`src/rtl/fifo_rd_drain.sv`:
```
// rtl/fifo_rd_drain.sv - read-side drain controller: FIFO pop issue, capture and 2-entry valid/ready output buffer
//
// Purpose: pops the FIFO whenever it is non-empty and downstream room exists,
// captures data_out with the FIFO's read latency and re-presents the words in
// order on a valid/ready stream.
//
// Build option: define FIFO_RD_FWFT_EN for a first-word-fall-through FIFO
// (capture on pop). Undefined: registered-read FIFO, capture one cycle after pop.
//
// Ports:
//   rdclk     in   read-domain clock, rising edge
//   rd_rst    in   synchronous active-high reset
//   empty     in   FIFO empty flag
//   data_out  in   FIFO read data [WIDTH]
//   pop       out  FIFO read strobe
//   m_data    out  stream data, head of the output buffer [WIDTH]
//   m_valid   out  stream valid
//   m_ready   in   stream ready

module fifo_rd_drain #(
    parameter int WIDTH = 8
) (
    input  logic             rdclk,
    input  logic             rd_rst,
    input  logic             empty,
    input  logic [WIDTH-1:0] data_out,
    output logic             pop,
    output logic [WIDTH-1:0] m_data,
    output logic             m_valid,
    input  logic             m_ready
);

    typedef enum logic [1:0] {
        EMPTY = 2'd0,
        ONE   = 2'd1,
        TWO   = 2'd2
    } state_t;

    state_t           state;
    state_t           state_nxt;
    logic [1:0]       cnt;
    logic [1:0]       occ;
    logic             take;
    logic             cap;
    logic [WIDTH-1:0] head_q;
    logic [WIDTH-1:0] tail_q;

    assign cnt     = state;
    assign m_valid = (state != EMPTY);
    assign m_data  = head_q;
    assign take    = m_valid && m_ready;

`ifdef FIFO_RD_FWFT_EN
    // data_out is already valid alongside !empty, so the pop itself is the capture.
    assign occ = cnt;
    assign cap = pop;
`else
    // Registered-read FIFO: the word popped this cycle shows up next cycle.
    logic inflight;

    assign occ = cnt + {1'b0, inflight};
    assign cap = inflight;

    always_ff @(posedge rdclk) begin
        if (rd_rst) begin
            inflight <= 1'b0;
        end else begin
            inflight <= pop;
        end
    end
`endif

    // occ - take < 2, rearranged to avoid unsigned underflow when occ == 0.
    assign pop = !empty && !rd_rst && (occ < (2'd2 + {1'b0, take}));

    always_ff @(posedge rdclk) begin
        if (rd_rst) begin
            state <= EMPTY;
        end else begin
            state <= state_nxt;
        end
    end

    always_comb begin
        state_nxt = state;
        case (state)
            EMPTY: begin
                if (cap) begin
                    state_nxt = ONE;
                end
            end
            ONE: begin
                if (cap && !take) begin
                    state_nxt = TWO;
                end else if (take && !cap) begin
                    state_nxt = EMPTY;
                end
            end
            TWO: begin
                if (take && !cap) begin
                    state_nxt = ONE;
                end
            end
            default: state_nxt = EMPTY;
        endcase
    end

    // Buffer storage: head_q feeds m_data, tail_q holds the second word.
    // data_out is only sampled on capture cycles, so X there never lands.
    always_ff @(posedge rdclk) begin
        if (rd_rst) begin
            head_q <= '0;
            tail_q <= '0;
        end else if (cap && take) begin
            if (state == ONE) begin
                head_q <= data_out;
            end else if (state == TWO) begin
                head_q <= tail_q;
                tail_q <= data_out;
            end
        end else if (cap) begin
            if (state == EMPTY) begin
                head_q <= data_out;
            end else if (state == ONE) begin
                tail_q <= data_out;
            end
        end else if (take) begin
            if (state == TWO) begin
                head_q <= tail_q;
            end
        end
    end

    // The pop gating keeps occupancy at 2, so a capture into a full buffer is a bug.
    a_no_overflow: assert property (@(posedge rdclk) disable iff (rd_rst)
        !((state == TWO) && cap && !take));

endmodule

```
`config.mk`:
```
export PLATFORM = sky130hd
export DESIGN_NAME = fifo_rd_drain
export DESIGN_NICKNAME = d
export VERILOG_FILES = /design/src/rtl/fifo_rd_drain.sv
export SDC_FILE = /design/constraint.sdc
export NUM_CORES = 1
export LEC_CHECK = 0
export CORE_MARGIN = 5
export CORE_UTILIZATION = 49
export CTS_CLUSTER_DIAMETER = 80
export DETAILED_ROUTE_END_ITERATION = 12
export GPL_ROUTABILITY_DRIVEN = 0
export PLACE_DENSITY_LB_ADDON = 0.12
export SYNTH_ARGS = -nofsm -noshare
export SYNTH_HDL_FRONTEND = slang
export SYNTH_SLANG_ARGS = --single-unit
```
`constraint.sdc`:
```
create_clock -name rdclk -period 1.5 [get_ports rdclk]
set_input_delay 0.3 -clock rdclk [delete_from_list [all_inputs] [get_ports rdclk]]
set_output_delay 0.3 -clock rdclk [all_outputs]
set_load 0.01 [all_outputs]
```
==> flow_metrics.env, run 1 <==
export IMPL_syn_area_per_cell_um2=9.694
export IMPL_drt_pass1_iterations=4
export IMPL_syn_area_um2=1037
export IMPL_min_to="tail_q[5]$_SDFFE_PP0P_"
export IMPL_yosys_top_cells_area="dfxtp_1, mux2i_1, nand2b_1"
export IMPL_max_freq_mhz=567.0
export IMPL_ys_seq_area_frac=0.3667
export IMPL_slew_headroom=0.7714
export IMPL_syn_to_final_growth_pct=39.20
export IMPL_combPwrFrac=0.263
export IMPL_p_int_uw=789.2
export IMPL_cts_max_level=1
export IMPL_utilization=0.7285
export IMPL_critPathKind="register to output pin"
export IMPL_tns_ns=-0.7783
export IMPL_clock_path_buffers=2
export IMPL_rows=16
export IMPL_wl_um=2325
export IMPL_syn_nets=120
export IMPL_die_x_um=56.01
export IMPL_ir_drop_v=0.0006363
export IMPL_synthAdderAreaFrac=0.01206
export IMPL_grt_first_pass_wirelength_um=3836
export IMPL_synth_compound_area_share=0.2135
export IMPL_die_area_um2=3137
export IMPL_yosys_warnings=0
export IMPL_pin_count=22
export IMPL_numCtsBuffers=3
export IMPL_critical_path_required_ns=1.20
export IMPL_vias_per_cell=5.453
export IMPL_slew_violations=0
export IMPL_rsz0062_at_grt="yes"
export IMPL_min_from="tail_q[5]$_SDFFE_PP0P_"
export IMPL_dr_first_iter_drc_count=12
export IMPL_ff2ff_path_depth=6
export IMPL_grt_util_all_layers=0.1495
export IMPL_avgRoutedWirePerCell_um=14.44
export IMPL_instances_no_fill=161
export IMPL_crit_arrival_ns=1.46
export IMPL_min_path_cells=2
export IMPL_antenna_found_initial=0
export IMPL_reg2reg_to="tail_q[0]$_SDFFE_PP0P_"
export IMPL_fin_crit_ns=1.764
export IMPL_nNetsFinal=148
export IMPL_p_leak_nw=0.6009
export IMPL_power_density_nw_per_um2=756.7
export IMPL_post_route_period_util=1.176
export IMPL_sw_frac_of_total=0.2777
export IMPL_total_power_mw=1.093
export IMPL_insertion_delay_ns=0.30
export IMPL_min_path_type="register to register"
export IMPL_clkPwrFrac=0.237
export IMPL_drtAntennaViolNets=0
export IMPL_clk_pin_slew_worst_paths_ns=0.11
export IMPL_finClkSkew_ns=0.008539
export IMPL_grt_max_degree=28
export IMPL_yosys_area_top_type_share=0.3667
export IMPL_tritoncts="yes"
export IMPL_gr_total_overflow=0
export IMPL_grt_pass1_vias=838
export IMPL_crit_fanout=2
export IMPL_maxCapViolCount=0
export IMPL_synthMuxAreaShare=0.1592
export IMPL_reg2reg_slack_ns=-0.08
export IMPL_place_hpwl_um=1558
export IMPL_core_area_um2=1982
export IMPL_power_switching_uw=303.4
export IMPL_finalSetupViolCount=9
export IMPL_netlist_instances=107
export IMPL_timing_rr_start="cnt[0]$_SDFFE_PP0P_"
export IMPL_dieHeight_um=56.01
export IMPL_outcome="finished, violations left"
export IMPL_start_util=0.5234
export IMPL_violations="negative setup slack"
export IMPL_port_buffer_count=21
export IMPL_ys_ff_latch=19
export IMPL_post_route_worst_setup_slack_ns=-0.2636
export IMPL_cts_root_buf="clkbuf_4"
export IMPL_route_detailed_drc=0
export IMPL_layout_drive_gt1_share=0.2537
export IMPL_endpoint_kind="output pin"
export IMPL_clock_sinks=19
export IMPL_holdWs_ns=0.4786
export IMPL_seqPwrFrac=0.500
export IMPL_worstSetupStartpointType="register"
export IMPL_synth_top_area_cell="dfxtp_1"
export IMPL_yosys_area_share_xor_xnor=0
export IMPL_dp_cells=155
export IMPL_worstMarginPinSlew_ns=0.3342
export IMPL_synth_distinct_cells=31
export IMPL_vias=878
export IMPL_yosys_area_share_simple=0.1749
export IMPL_antenna_cells=0
export IMPL_hold_violations=0
export IMPL_synth_top_family_by_area="compound AO/OA/AOI/OAI gates"
## logic make-up (layout without fill, tap and decap cells)
kind of cell	after synthesis	after routing
adder cells (fa/ha/maj)	1	1
AO/OA/AOI/OAI	28	28
flip-flops	19	19
multiplexers	16	16
AND/OR/NAND/NOR	28	28
buffers and inverters	15	42
## metal layers
layer  global-route usage  share of wire  vias to the layer above
li1                     -              -                      444
met1               0.1989           0.48                      417
met2               0.2421           0.48                       15
met3              0.02552          0.029                        2
met4              0.05085         0.0069                        0
met5                    0              0                        -
## cells in the mapped netlist
cell / number
dfxtp_1: 19
nand2b_1: 18
mux2i_1: 15
a211oi_1: 14
a21oi_1: 4
buf_2: 4
inv_1: 4
a2111oi_0: 2
buf_4: 2
clkbuf_1: 2
nand3b_1: 2
nor2_1: 2
a21boi_1: 1
a21boi_2: 1
a21o_4: 1
a311oi_1: 1
a31oi_1: 1
a32oi_1: 1
and3b_1: 1
buf_1: 1
buf_6: 1
clkinv_1: 1
ha_1: 1
mux2_4: 1
nand2_1: 1
nor4bb_1: 1
o21ba_2: 1
o221a_1: 1
or2_2: 1
or3b_1: 1
or3b_2: 1
## layout by cell type, fill, tap and decap left out, types with 2 or more instances in the layout
master	Yosys	layout
mux2i_1	15	15
buf_6	1	2
dfxtp_1	19	16
dlymetal6s2s_1	0	6
a211oi_1	14	13
nor2_1	2	2
a21oi_1	4	3
buf_4	2	9
nand3b_1	2	2
clkbuf_4	0	3
buf_12	0	2
clkdlybuf4s50_1	0	10
dfxtp_2	0	2
dlygate4sd2_1	0	3
inv_1	4	3
nand2b_1	18	18
## critical path: stages (launching register included)
cell       delay (ns)
dfxtp_2          0.35
ha_4             0.24
inv_4            0.07
a21oi_4          0.05
a2111oi_2        0.28
buf_2            0.18
## cell type report
type / count / area, um^2
Multi-Input combinational cell: 73 / 638.1
Fill cell: 147 / 538.0
Sequential cell: 19 / 386.6
Timing Repair Buffer: 33 / 336.6
Tap cell: 27 / 33.78
Clock buffer: 3 / 22.52
Inverter: 5 / 21.27
Clock inverter: 1 / 5.005
## how the worst max path moves through the flow
stage	start	end	slack (ns)	depth (start not counted)
3_5_place_dp	m_ready	pop	-0.71	4
5_1_grt	cnt[0]$_SDFFE_PP0P_	pop	-0.33	5
2_1_floorplan	cnt[0]$_SDFFE_PP0P_	pop	0.01	4
4_1_cts	cap$_SDFF_PP0_	pop	-0.32	5
6_report	cnt[0]$_SDFFE_PP0P_	pop	-0.26	5
3_3_place_gp	m_ready	pop	-0.68	4
## sequential cells by signal, indices dropped and copies added, names as in the netlist
| signal | count |
|---|---|
| cap | 1 |
| cnt | 2 |
| m_data | 8 |
| tail_q | 8 |
## power groups by stage
| stage | Clock (mW) | Combinational, mW | Sequential (mW) |
|---|---|---|---|
| after floorplan | 0 | 0.134 | 0.565 |
| after global placement | 0 | 0.255 | 0.555 |
| after detailed placement | 0 | 0.262 | 0.557 |
| after CTS | 0.267 | 0.281 | 0.548 |
| after global routing | 0.284 | 0.313 | 0.549 |
| final | 0.259 | 0.287 | 0.546 |
## metrics by stage
step           setup WS, ns  instance area [um^2]
3_5_place_dp        -0.7107                  1330
4_1_cts             -0.3202                  1406
5_1_grt             -0.3272                  1444
2_1_floorplan       0.01308                  1044
3_3_place_gp        -0.6784                  1330
6_report            -0.2636                  1444
## timing repair
item	4_1_cts	5_1_grt
hold buffers	0	0
endpoints found under the setup margin	17	25
setup buffers	3	0
pin swaps	5	4
cloned	0	0
gates resized for setup	21	13
(Power assumes the default switching activity.)
==> inputs of run 2 (changes only) <==
--- a/config.mk
+++ b/config.mk
@@ -5,6 +5,7 @@
 export SDC_FILE = /design/constraint.sdc
 export NUM_CORES = 1
 export LEC_CHECK = 0
+export CAP_MARGIN = 30
 export CORE_MARGIN = 5
 export CORE_UTILIZATION = 49
 export CTS_CLUSTER_DIAMETER = 80
==> results of run 2 <==
No change in the layout: final DEF, timing and power equal those of run 1.
==> inputs of run 3 (changes only) <==
--- a/config.mk
+++ b/config.mk
@@ -6,7 +6,7 @@
 export NUM_CORES = 1
 export LEC_CHECK = 0
 export CAP_MARGIN = 30
-export CORE_MARGIN = 5
+export CORE_MARGIN = 2
 export CORE_UTILIZATION = 49
 export CTS_CLUSTER_DIAMETER = 80
 export DETAILED_ROUTE_END_ITERATION = 12
==> run 3 against run 2 <==
- the run still ends with negative setup slack left
- combinational power shrank 6%
- core utilization shrank 1.5 points
- power decreased by 2.6%
- hold slack better by 0.0025 ns
- global-route usage up 3.4 points
- first-iteration DRC count fell by 42%
==> flow_metrics.env, run 3 (synthesis gave the netlist of run 1 again) <==
export IMPL_cts_max_level=1
export IMPL_p_leak_nw=0.6113
export IMPL_grt_pass1_vias=851
export IMPL_cts_root_buf="clkbuf_4"
export IMPL_final_cell_mix="nand2b_1, dfxtp_1, mux2i_1"
export IMPL_power_density_nw_per_um2=751.6
export IMPL_fin_crit_ns=1.760
export IMPL_endpoint_kind="output pin"
export IMPL_grt_util_all_layers=0.1831
export IMPL_post_route_worst_setup_slack_ns=-0.2601
export IMPL_grt_max_degree=28
export IMPL_ff2ff_path_depth=5
export IMPL_register_area_um2=384.1
export IMPL_avgRoutedWirePerCell_um=13.48
export IMPL_rows=16
export IMPL_syn_to_final_growth_pct=36.43
export IMPL_outcome="finished, violations left"
export IMPL_drt_pass1_iterations=4
export IMPL_wl_um=2143
export IMPL_max_freq_mhz=568.1
export IMPL_fillers=155
export IMPL_reg2reg_to="tail_q[4]$_SDFFE_PP0P_"
export IMPL_dr_first_iter_drc_count=7
export IMPL_rsz0062_at_grt="yes"
export IMPL_min_path_type="register to register"
export IMPL_worstMarginPinSlew_ns=0.3696
export IMPL_place_hpwl_um=1552
export IMPL_antenna_found_initial=0
export IMPL_slew_headroom=0.7472
export IMPL_die_area_um2=2501
export IMPL_final_common_cell="nand2b_1"
export IMPL_maxCapViolCount=0
export IMPL_critical_path_required_ns=1.20
export IMPL_critPathKind="register to output pin"
export IMPL_min_from="tail_q[6]$_SDFFE_PP0P_"
export IMPL_final_area_um2=1415
export IMPL_finClkSkew_ns=0.002320
export IMPL_place_area_um2=1330
export IMPL_port_buffer_count=21
export IMPL_hold_violations=0
export IMPL_clock_sinks=19
export IMPL_start_util=0.5234
export IMPL_clk_pin_slew_worst_paths_ns=0.10
export IMPL_grt_first_pass_wirelength_um=3601
export IMPL_timing_rr_start="cnt[0]$_SDFFE_PP0P_"
export IMPL_slew_violations=0
export IMPL_holdWs_ns=0.4810
export IMPL_tritoncts="yes"
export IMPL_insertion_delay_ns=0.29
export IMPL_clock_path_buffers=2
export IMPL_antenna_cells=0
export IMPL_ir_drop_v=0.0007714
export IMPL_violations="negative setup slack"
export IMPL_vias=849
export IMPL_drtAntennaViolNets=0
export IMPL_dp_cells=155
export IMPL_dieHeight_um=50.01
export IMPL_vias_per_cell=5.340
export IMPL_instances_no_fill=159
export IMPL_die_x_um=50.01
export IMPL_crit_fanout=2
export IMPL_crit_arrival_ns=1.46
export IMPL_nNetsFinal=146
export IMPL_reg2reg_slack_ns=-0.02
export IMPL_route_detailed_drc=0
export IMPL_finalSetupViolCount=5
export IMPL_post_route_period_util=1.173
export IMPL_min_path_cells=2
export IMPL_worstSetupStartpointType="register"
export IMPL_core_area_um2=1982
export IMPL_numCtsBuffers=3
export IMPL_multi_input_area_um2=629.4
export IMPL_layout_drive_gt1_share=0.2424
export IMPL_pin_count=22
export IMPL_min_to="tail_q[6]$_SDFFE_PP0P_"
export IMPL_gr_total_overflow=0
[run 3: per-layer routing]
metal,GRT usage,routed length (um),up-vias
li1,-,-,433
met1,0.2285,1034,399
met2,0.3136,1034,17
met3,0.04848,75,0
met5,0,0,-
met4,0.03704,0,0
[run 3: worst max path at each step]
stage,cells after the start,slack [ns],from,to
2_1_floorplan,4,0.01,cnt[0]$_SDFFE_PP0P_,pop
3_3_place_gp,4,-0.68,m_ready,pop
3_5_place_dp,4,-0.68,m_ready,pop
4_1_cts,5,-0.33,cap$_SDFF_PP0_,pop
5_1_grt,5,-0.33,cnt[0]$_SDFFE_PP0P_,pop
6_report,5,-0.26,cnt[0]$_SDFFE_PP0P_,pop
[run 3: stage by stage]
stage / setup WS [ns] / power [mW] / setup TNS (ns) / utilization
after global placement: -0.6784 / 0.8097 / -6.385 / 0.6711
after global routing: -0.3327 / 1.127 / -0.9802 / 0.7140
after detailed placement: -0.6751 / 0.8193 / -7.076 / 0.6711
after CTS: -0.3259 / 1.069 / -0.3707 / 0.6888
after floorplan: 0.01308 / 0.6992 / 0 / -
final: -0.2601 / 1.064 / -0.3153 / 0.7140
[run 3: report_power, final]
group	total [mW]	leakage [nW]	internal, mW	switching, mW
combinational	0.269	0.440	0.150	0.119
sequential	0.548	0.156	0.532	0.0164
clock	0.247	0.0150	0.103	0.143
total	1.06	0.611	0.785	0.279
[run 3: layout make-up]
| class | count | share of cell area |
|---|---|---|
| multi-input cells | 73 | 0.4447 |
| flip-flops and latches | 19 | 0.2714 |
| repair buffers | 31 | 0.2281 |
| well taps | 27 | 0.02387 |
| clock buffers | 4 | 0.01857 |
| inverters | 5 | 0.01326 |
[run 3: what timing repair did]
| item | 4_1_cts | 5_1_grt |
|---|---|---|
| setup endpoints to repair | 17 | 23 |
| cloned | 0 | 0 |
| hold buffers | 0 | 0 |
| gates resized for setup | 15 | 14 |
| endpoints found under the hold margin | 0 | 0 |
| pin swaps | 4 | 2 |
| buffers inserted | 0 | 0 |
[run 3: worst max-delay path, cell delays in order (launching register included)]
cell	delay, ns
dfxtp_2	0.35
ha_4	0.23
inv_2	0.07
a21oi_2	0.06
a2111oi_2	0.28
buf_2	0.18
